==> src/rtl/uart_pkg.sv <==
// Shared UART definitions: transmitter/receiver state encoding and oversampling constants.
package uart_pkg;

    typedef enum logic [2:0] {IDLE, START, DATA, PARITY, STOP} tx_state_t;

    localparam int OVERSAMPLE = 16;

    // Stop-period lengths in s_tick units: 1, 1.5 and 2 stop bits.
    localparam int SB_1   = 16;
    localparam int SB_1P5 = 24;
    localparam int SB_2   = 32;

endpackage

==> src/rtl/uart_tx_fifo_reader.sv <==
// UART transmitter that pops words from a first-word-fall-through TX FIFO and
// serialises them as start / DBIT data (LSB first) / optional parity / stop.
module uart_tx_fifo_reader
    import uart_pkg::*;
#(
    parameter int DBIT       = 8,
    parameter int SB_TICK    = SB_1,
    parameter int PARITY_EN  = 0,
    parameter int PARITY_ODD = 0
) (
    input  logic            clk,
    input  logic            reset_n,
    input  logic            s_tick,
    input  logic            tx_en,
    input  logic            fifo_empty,
    input  logic [DBIT-1:0] fifo_rdata,
    output logic            fifo_rd,
    output logic            tx,
    output logic            tx_busy,
    output logic            tx_done_tick
);

    localparam int              BW        = (DBIT > 1) ? $clog2(DBIT) : 1;
    localparam logic [4:0]      TICK_LAST = 5'(OVERSAMPLE - 1);
    localparam logic [4:0]      STOP_LAST = 5'(SB_TICK - 1);
    localparam logic [BW-1:0]   BIT_LAST  = BW'(DBIT - 1);

    tx_state_t       state_q, state_d;
    logic [4:0]      tick_q, tick_d;
    logic [BW-1:0]   bit_q, bit_d;
    logic [DBIT-1:0] shift_q, shift_d;
    logic            parity_q, parity_d;
    logic            tx_q, tx_d;

    always_ff @(posedge clk or negedge reset_n) begin
        if (!reset_n) begin
            state_q  <= IDLE;
            tick_q   <= '0;
            bit_q    <= '0;
            shift_q  <= '0;
            parity_q <= 1'b0;
            tx_q     <= 1'b1;
        end else begin
            state_q  <= state_d;
            tick_q   <= tick_d;
            bit_q    <= bit_d;
            shift_q  <= shift_d;
            parity_q <= parity_d;
            tx_q     <= tx_d;
        end
    end

    // tx_d always carries the level of the state being entered, so the line is
    // a clean register output that only moves on state or bit boundaries.
    always_comb begin
        state_d      = state_q;
        tick_d       = tick_q;
        bit_d        = bit_q;
        shift_d      = shift_q;
        parity_d     = parity_q;
        tx_d         = tx_q;
        fifo_rd      = 1'b0;
        tx_done_tick = 1'b0;

        case (state_q)
            IDLE: begin
                tx_d = 1'b1;
                if (tx_en && !fifo_empty) begin
                    // Gated so a FIFO that keeps running through our reset never loses its head word.
                    fifo_rd  = reset_n;
                    shift_d  = fifo_rdata;
                    parity_d = (^fifo_rdata) ^ (PARITY_ODD != 0);
                    tick_d   = '0;
                    tx_d     = 1'b0;
                    state_d  = START;
                end
            end
            START: begin
                if (s_tick) begin
                    if (tick_q == TICK_LAST) begin
                        tick_d  = '0;
                        bit_d   = '0;
                        tx_d    = shift_q[0];
                        state_d = DATA;
                    end else begin
                        tick_d = tick_q + 5'd1;
                    end
                end
            end
            DATA: begin
                if (s_tick) begin
                    if (tick_q == TICK_LAST) begin
                        tick_d  = '0;
                        shift_d = shift_q >> 1;
                        if (bit_q == BIT_LAST) begin
                            if (PARITY_EN != 0) begin
                                tx_d    = parity_q;
                                state_d = PARITY;
                            end else begin
                                tx_d    = 1'b1;
                                state_d = STOP;
                            end
                        end else begin
                            bit_d = bit_q + 1'b1;
                            tx_d  = shift_d[0];
                        end
                    end else begin
                        tick_d = tick_q + 5'd1;
                    end
                end
            end
            PARITY: begin
                if (s_tick) begin
                    if (tick_q == TICK_LAST) begin
                        tick_d  = '0;
                        tx_d    = 1'b1;
                        state_d = STOP;
                    end else begin
                        tick_d = tick_q + 5'd1;
                    end
                end
            end
            STOP: begin
                if (s_tick) begin
                    if (tick_q == STOP_LAST) begin
                        tick_d       = '0;
                        tx_d         = 1'b1;
                        tx_done_tick = 1'b1;
                        state_d      = IDLE;
                    end else begin
                        tick_d = tick_q + 5'd1;
                    end
                end
            end
            default: begin
                tx_d    = 1'b1;
                state_d = IDLE;
            end
        endcase
    end

    assign tx      = tx_q;
    assign tx_busy = (state_q != IDLE);

endmodule

==> config.mk <==
export PLATFORM = sky130hd
export DESIGN_NAME = uart_tx_fifo_reader
export DESIGN_NICKNAME = d
export VERILOG_FILES = /design/src/rtl/uart_pkg.sv /design/src/rtl/uart_tx_fifo_reader.sv
export SDC_FILE = /design/constraint.sdc
export NUM_CORES = 1
export LEC_CHECK = 0
export ABC_CLOCK_PERIOD_IN_PS = 3000
export CAP_MARGIN = 20
export CORE_MARGIN = 2
export CORE_UTILIZATION = 40
export DETAILED_ROUTE_END_ITERATION = 6
export DONT_BUFFER_PORTS = 1
export SYNTH_ARGS = -nofsm -noshare
export SYNTH_HDL_FRONTEND = slang
export SYNTH_SLANG_ARGS = --single-unit
==> constraint.sdc <==
create_clock -name clk -period 3 [get_ports clk]
set_input_delay 0.45 -clock clk [delete_from_list [all_inputs] [get_ports clk]]
set_output_delay 0.45 -clock clk [all_outputs]
set_load 0.05 [all_outputs]
==> After elaboration in Yosys (flattened, before gate mapping) <==
Cells that the tools add are included.
{ "word_totals": {"in_bits": 13, "register_bits": 20, "wordCells": 78} }
{ "classes": {"reduce_logical": 14, "n_mux": 37, "addsub": 2, "n_eq_ne": 20} }
{ "op_table": {"columns": ["op", "n"], "rows": [
  ["$mux W3", 13],
  ["$mux W8", 3],
  ["$ne A2 B2 Y1 const B", 11],
  ["$pmux W8 S2", 1],
  ["$mux W5", 3],
  ["$pmux W3 S5", 1],
  ["$mux W1", 13],
  ["$reduce_and A6 Y1", 2],
  ["$pmux W5 S2", 1],
  ["$reduce_and A10 Y1", 1],
  ["$eq A3 B2 Y1 const B", 2],
  ["$eq A3 B3 Y1 const B", 2],
  ["$ne A2 B1 Y1 const B", 3],
  ["$pmux W3 S2", 1],
  ["$reduce_bool A2 Y1", 3],
  ["$add A5 B1 Y5 const B", 1],
  ["$eq A5 B4 Y1 const B", 1],
  ["$pmux W1 S4", 1],
  ["$reduce_and A4 Y1", 1],
  ["$reduce_or A4 Y1", 1],
  ["$add A3 B1 Y3 const B", 1],
  ["$eq A3 B1 Y1 const B", 1],
  ["$logic_not A3 Y1", 1],
  ["$reduce_and A3 Y1", 1],
  ["4 further kinds", 4]
]} }

==> Logic depth before layout (Yosys ltp) <==
{ "logic_depth": {"word_depth": 5, "depth_mapped": 7, "ltp_nobuf": 6} }

==> Least setup slack after synthesis <==
No wires, ideal clock.
{ "synth_timing": {"path_type": "reg-to-output", "startpoint": "reg tick_q[0]", "endpoint": "out tx_done_tick", "slack_ns": 1.034, "t_required_ns": 2.550, "path_buffers": 1, "stages_incl_launch_ff": 6, "arrival_time_ns": 1.516, "cell_sequence": "dfrtp_1 ha_1 and4b_1 buf_2 and2_1 and3_1"} }
{ "synth_via": {"elab_chain_cells": 4} }
{ "synth_rtl": {"columns": ["item", "line", "rtl"], "rows": [
  ["from (decl)", "uart_tx_fifo_reader.sv:29", "logic [4:0] tick_q, tick_d;"],
  ["from (signal assigned)", "uart_tx_fifo_reader.sv:45", "tick_q <= tick_d;"],
  ["$eq A5 B4 Y1", "uart_tx_fifo_reader.sv:125", "if (tick_q == STOP_LAST) begin"],
  ["$mux W1", "uart_tx_fifo_reader.sv:125", null],
  ["$mux W1", "uart_tx_fifo_reader.sv:124", "if (s_tick) begin"],
  ["$mux W1", "uart_tx_fifo_reader.sv:65", "case (state_q)"],
  ["to (decl)", "uart_tx_fifo_reader.sv:20", "output logic tx_done_tick"]
]} }
Every way passes these cells.

==> Final worst setup path <==
Same ends and word-level chain as after synthesis.

==> summary.md <==
| Metric | Value |
|---|---|
| Status | `completed` |
| Final worst slack | `roughly 550 ps` |
| #FFs+latches synth | `20` |
| # IOs | `17` |
| GRT Overall Usage | `14.2%` |
| Synthesized area | `~0.0010 mm^2` |
| Vias in the first global route | `between 700 and 800` |
| Post_cts resized | `0` |
| Unrepaired setup endpoints after global routing | `no` |
| RR Startpoint | `tick_q[0]` |
| Fin cells | `132` |
| Synth Warn # | `0` |
| CTS Hold Bufs | `1` |
| R2r setup slk | `roughly 1100 ps` |
| Initial drt markers | `20` |
| Net Switching | `roughly 0.40 mW` |
| PortBufs | `0` |
| Placed insts | `127` |
| Min Hold Slack | `roughly 260 ps` |
| Clk_lat worst skew | `approximately 290 ps` |
| CTS H-tree lvls | `1` |
| VDD IR max | `around 0.52 mV` |
| Largest net degree at the start of global routing | `21` |
| Maxcap violations | `0` |
| Mean Syn Cell Area | `10.4 um^2` |
| Register area share after synthesis | `between 40% and 50%` |
| Grt total ovfl | `0` |
| Core Util, Final | `43.9%` |
| Sequential Power Share | `between 50% and 60%` |
| Gate Count Post-Synth | `around 100` |
| Die area | `roughly 0.0030 mm^2` |
| CP endpoint | `tx_done_tick` |
| Placed Area | `0.00105 mm^2` |
| Area leader, netlist | `dfrtp_1` |
| PnR Total Power | `roughly 1.0 mW` |
| Static Leak | `0.460 nW` |
| Area grow syn2layout | `3.70%` |
| Crit path capture type | `primary output` |
| P per Cell Area | `roughly 920 mW/mm^2` |
| Worst R2R End | `shift_q[1]` |
| Pre-CTS setup slack | `903 ps` |
| Min-delay worst type | `in -> reg` |
| Slew Limit Fails | `0` |
| Postcts setup bufs | `0` |
| Layout cells sized above 1 | `under 10%` |
| Clock buffer depth | `2` |
| Setup violators final | `0` |
| Worst Tran Pin Value | `slightly above 900 ps` |
| Post-DP HPWL | `1460 um` |
| Syn nets | `117` |
| DRC | `0` |
| Clk network pwr share | `a little over an eighth` |
| Clk sinks | `20` |
| First-pass GRT wire length | `roughly 3500 um` |
| Combinational power share | `35.2%` |
| Cell Rows | `18` |
| Crit path cell chain | `ha_1 > and4b_1 > and2_1 > and3_1` |
| Die X | `between 50 and 60 um` |
| Via count | `~780` |
| Sum Neg Setup Slack | `0 ps` |
| WL per Instance | `about 15 um` |
| Die Ht | `approximately 55 um` |
| Normalized max-slew margin | `a little under two fifths` |
| Nets | `119` |
| Top cells by area, synth | `dfrtp_1 (45%), o22a_1 (7.5%), o21a_1 (5.7%), ha_1 (3.6%), nand2_1 (3.6%)` |
| Remaining antenna violation count | `0` |
| Crit path launch type | `flop` |
| Internal cell power | `approximately 0.6 mW` |
| Drt total wl | `about 2000 um` |
| Gpl congestion | `0.797` |
| Worst Setup SP | `tick_q[0]` |
| # diodes | `0` |
| Setup Skew | `about 5.5 ps` |
| Num CTS Buffers | `3` |
| CTS tree | `built` |
| Fin. Hold Viols | `0` |
| CP max stage delay | `490 ps` |
| R2R depth | `5` |
| Core region area | `around 0.0025 mm^2` |
| Top-area cell type share of the netlist area | `between 40% and 50%` |
| Crit share post-route | `slightly above 80%` |
| Synth unique cells | `33` |
| Clock tree root buffer cell | `clkbuf_4` |
| Crit path DAT | `about 2000 ps` |
| Final worst path period need | `approximately 2500 ps` |
| Critical Path RT | `2550 ps` |
| Worst setup path class | `reg -> out` |
| Initial antenna violation count | `0` |
| Clock Pin Slew Worst Setup and Hold Paths | `around 120 ps` |
| Switch share | `between 30% and 40%` |
| TritonRoute pass-1 iters | `4` |
| Vias/cell | `around 5.9` |
| Max FO, Critical Path | `9` |
| Initial Utilization | `between 40% and 50%` |
| CP max-delay cell | `and3_1` |
| Maximum operating frequency | `0.408 GHz` |
| Final Instance Area | `between 0.001 and 0.0015 mm^2` |
==> state kept, by name (all words and copies together) (netlist names) <==
signal / count
tx: 1
tick_q: 5
shift_q: 8
state_q: 3
bit_q: 3
==> power by group through the flow <==
stage / combinational [mW] / clock [mW] / sequential (mW)
after floorplan: 0.348 / 0 / 0.472
after global placement: 0.341 / 0 / 0.514
after detailed placement: 0.348 / 0 / 0.518
after CTS: 0.357 / 0.142 / 0.513
after global routing: 0.399 / 0.148 / 0.530
final: 0.353 / 0.134 / 0.514
==> critical path, delay by kind of cell (launching register included) <==
family                     cells  cell delay (ps)
and+or+nand+nor                3             1100
DFF                            1              410
adders and majority gates      1              200
==> metal layers <==
| metal | track usage, % | routed length, um |
|---|---|---|
| met2 | 21.6 | 929 |
| met3 | 2.58 | 69 |
| met5 | 0 | 0 |
| met1 | 20.2 | 1000 |
| met4 | 5.23 | 21 |
==> logic make-up after synthesis <==
kind of cell,share of synthesized area (%)
adders and majority gates,3.58
muxes,0.955
and+or+nand+nor,19.7
DFF,47.9
buffers and inverters,4.06
AOI/OAI and AO/OA,23.9
==> Yosys cell counts (all sizes together) <==
master   n
nand3    4
ha       3
dfrtp   19
o21a     8
buf      4
or2      1
nand3b   1
o31ai    3
o22a     9
dfstp    1
nand4    1
mux2i    1
a32oi    2
nor2b    2
and4b    2
and2     3
and3     2
nand2   11
nor3     3
o21ai    4
a221o    1
inv      2
a31oi    1
a21oi    2
nor2     7
a22oi    1
nand2b   1
a22o     2
==> how the worst min path moves through the flow <==
| stage | startpoint | to | slack (ps) | cells past startpoint |
|---|---|---|---|---|
| global placement | reset_n | tick_q[3] | 150 | 0 |
| CTS | fifo_rdata[7] | shift_q[7] | 250 | 2 |
| floorplan | reset_n | bit_q[0] | 150 | 0 |
| detailed placement | reset_n | tick_q[2] | 160 | 0 |
| finish | fifo_rdata[7] | shift_q[7] | 260 | 2 |
| global route | fifo_rdata[7] | shift_q[7] | 280 | 2 |
==> cells in the final DEF (no fill, tap or decap), types with 2 or more instances in the layout <==
master,Yosys,routed
a21oi_1,2,2
o21ai_0,4,4
o22a_1,9,9
a32oi_1,2,2
and3_1,2,2
a22o_1,2,2
nor2b_1,2,2
o31ai_1,3,3
nor2_1,7,7
o21a_1,8,8
and2_1,3,3
nand3_1,4,4
dfrtp_1,19,19
ha_1,3,3
and4b_1,2,2
nand2_1,10,10
clkbuf_4,0,3
nor3_1,2,2
==> area by class of cell <==
| type | count | area (um^2) |
|---|---|---|
| clock buffers | 4 | 26.3 |
| fillers | 263 | 1390 |
| inverters | 2 | 7.51 |
| multi-input cells | 75 | 504 |
| flip-flops and latches | 20 | 502 |
| well taps | 30 | 37.5 |
| repair buffers | 1 | 10.0 |
No activity file was read; power rests on OpenSTA's default activity.
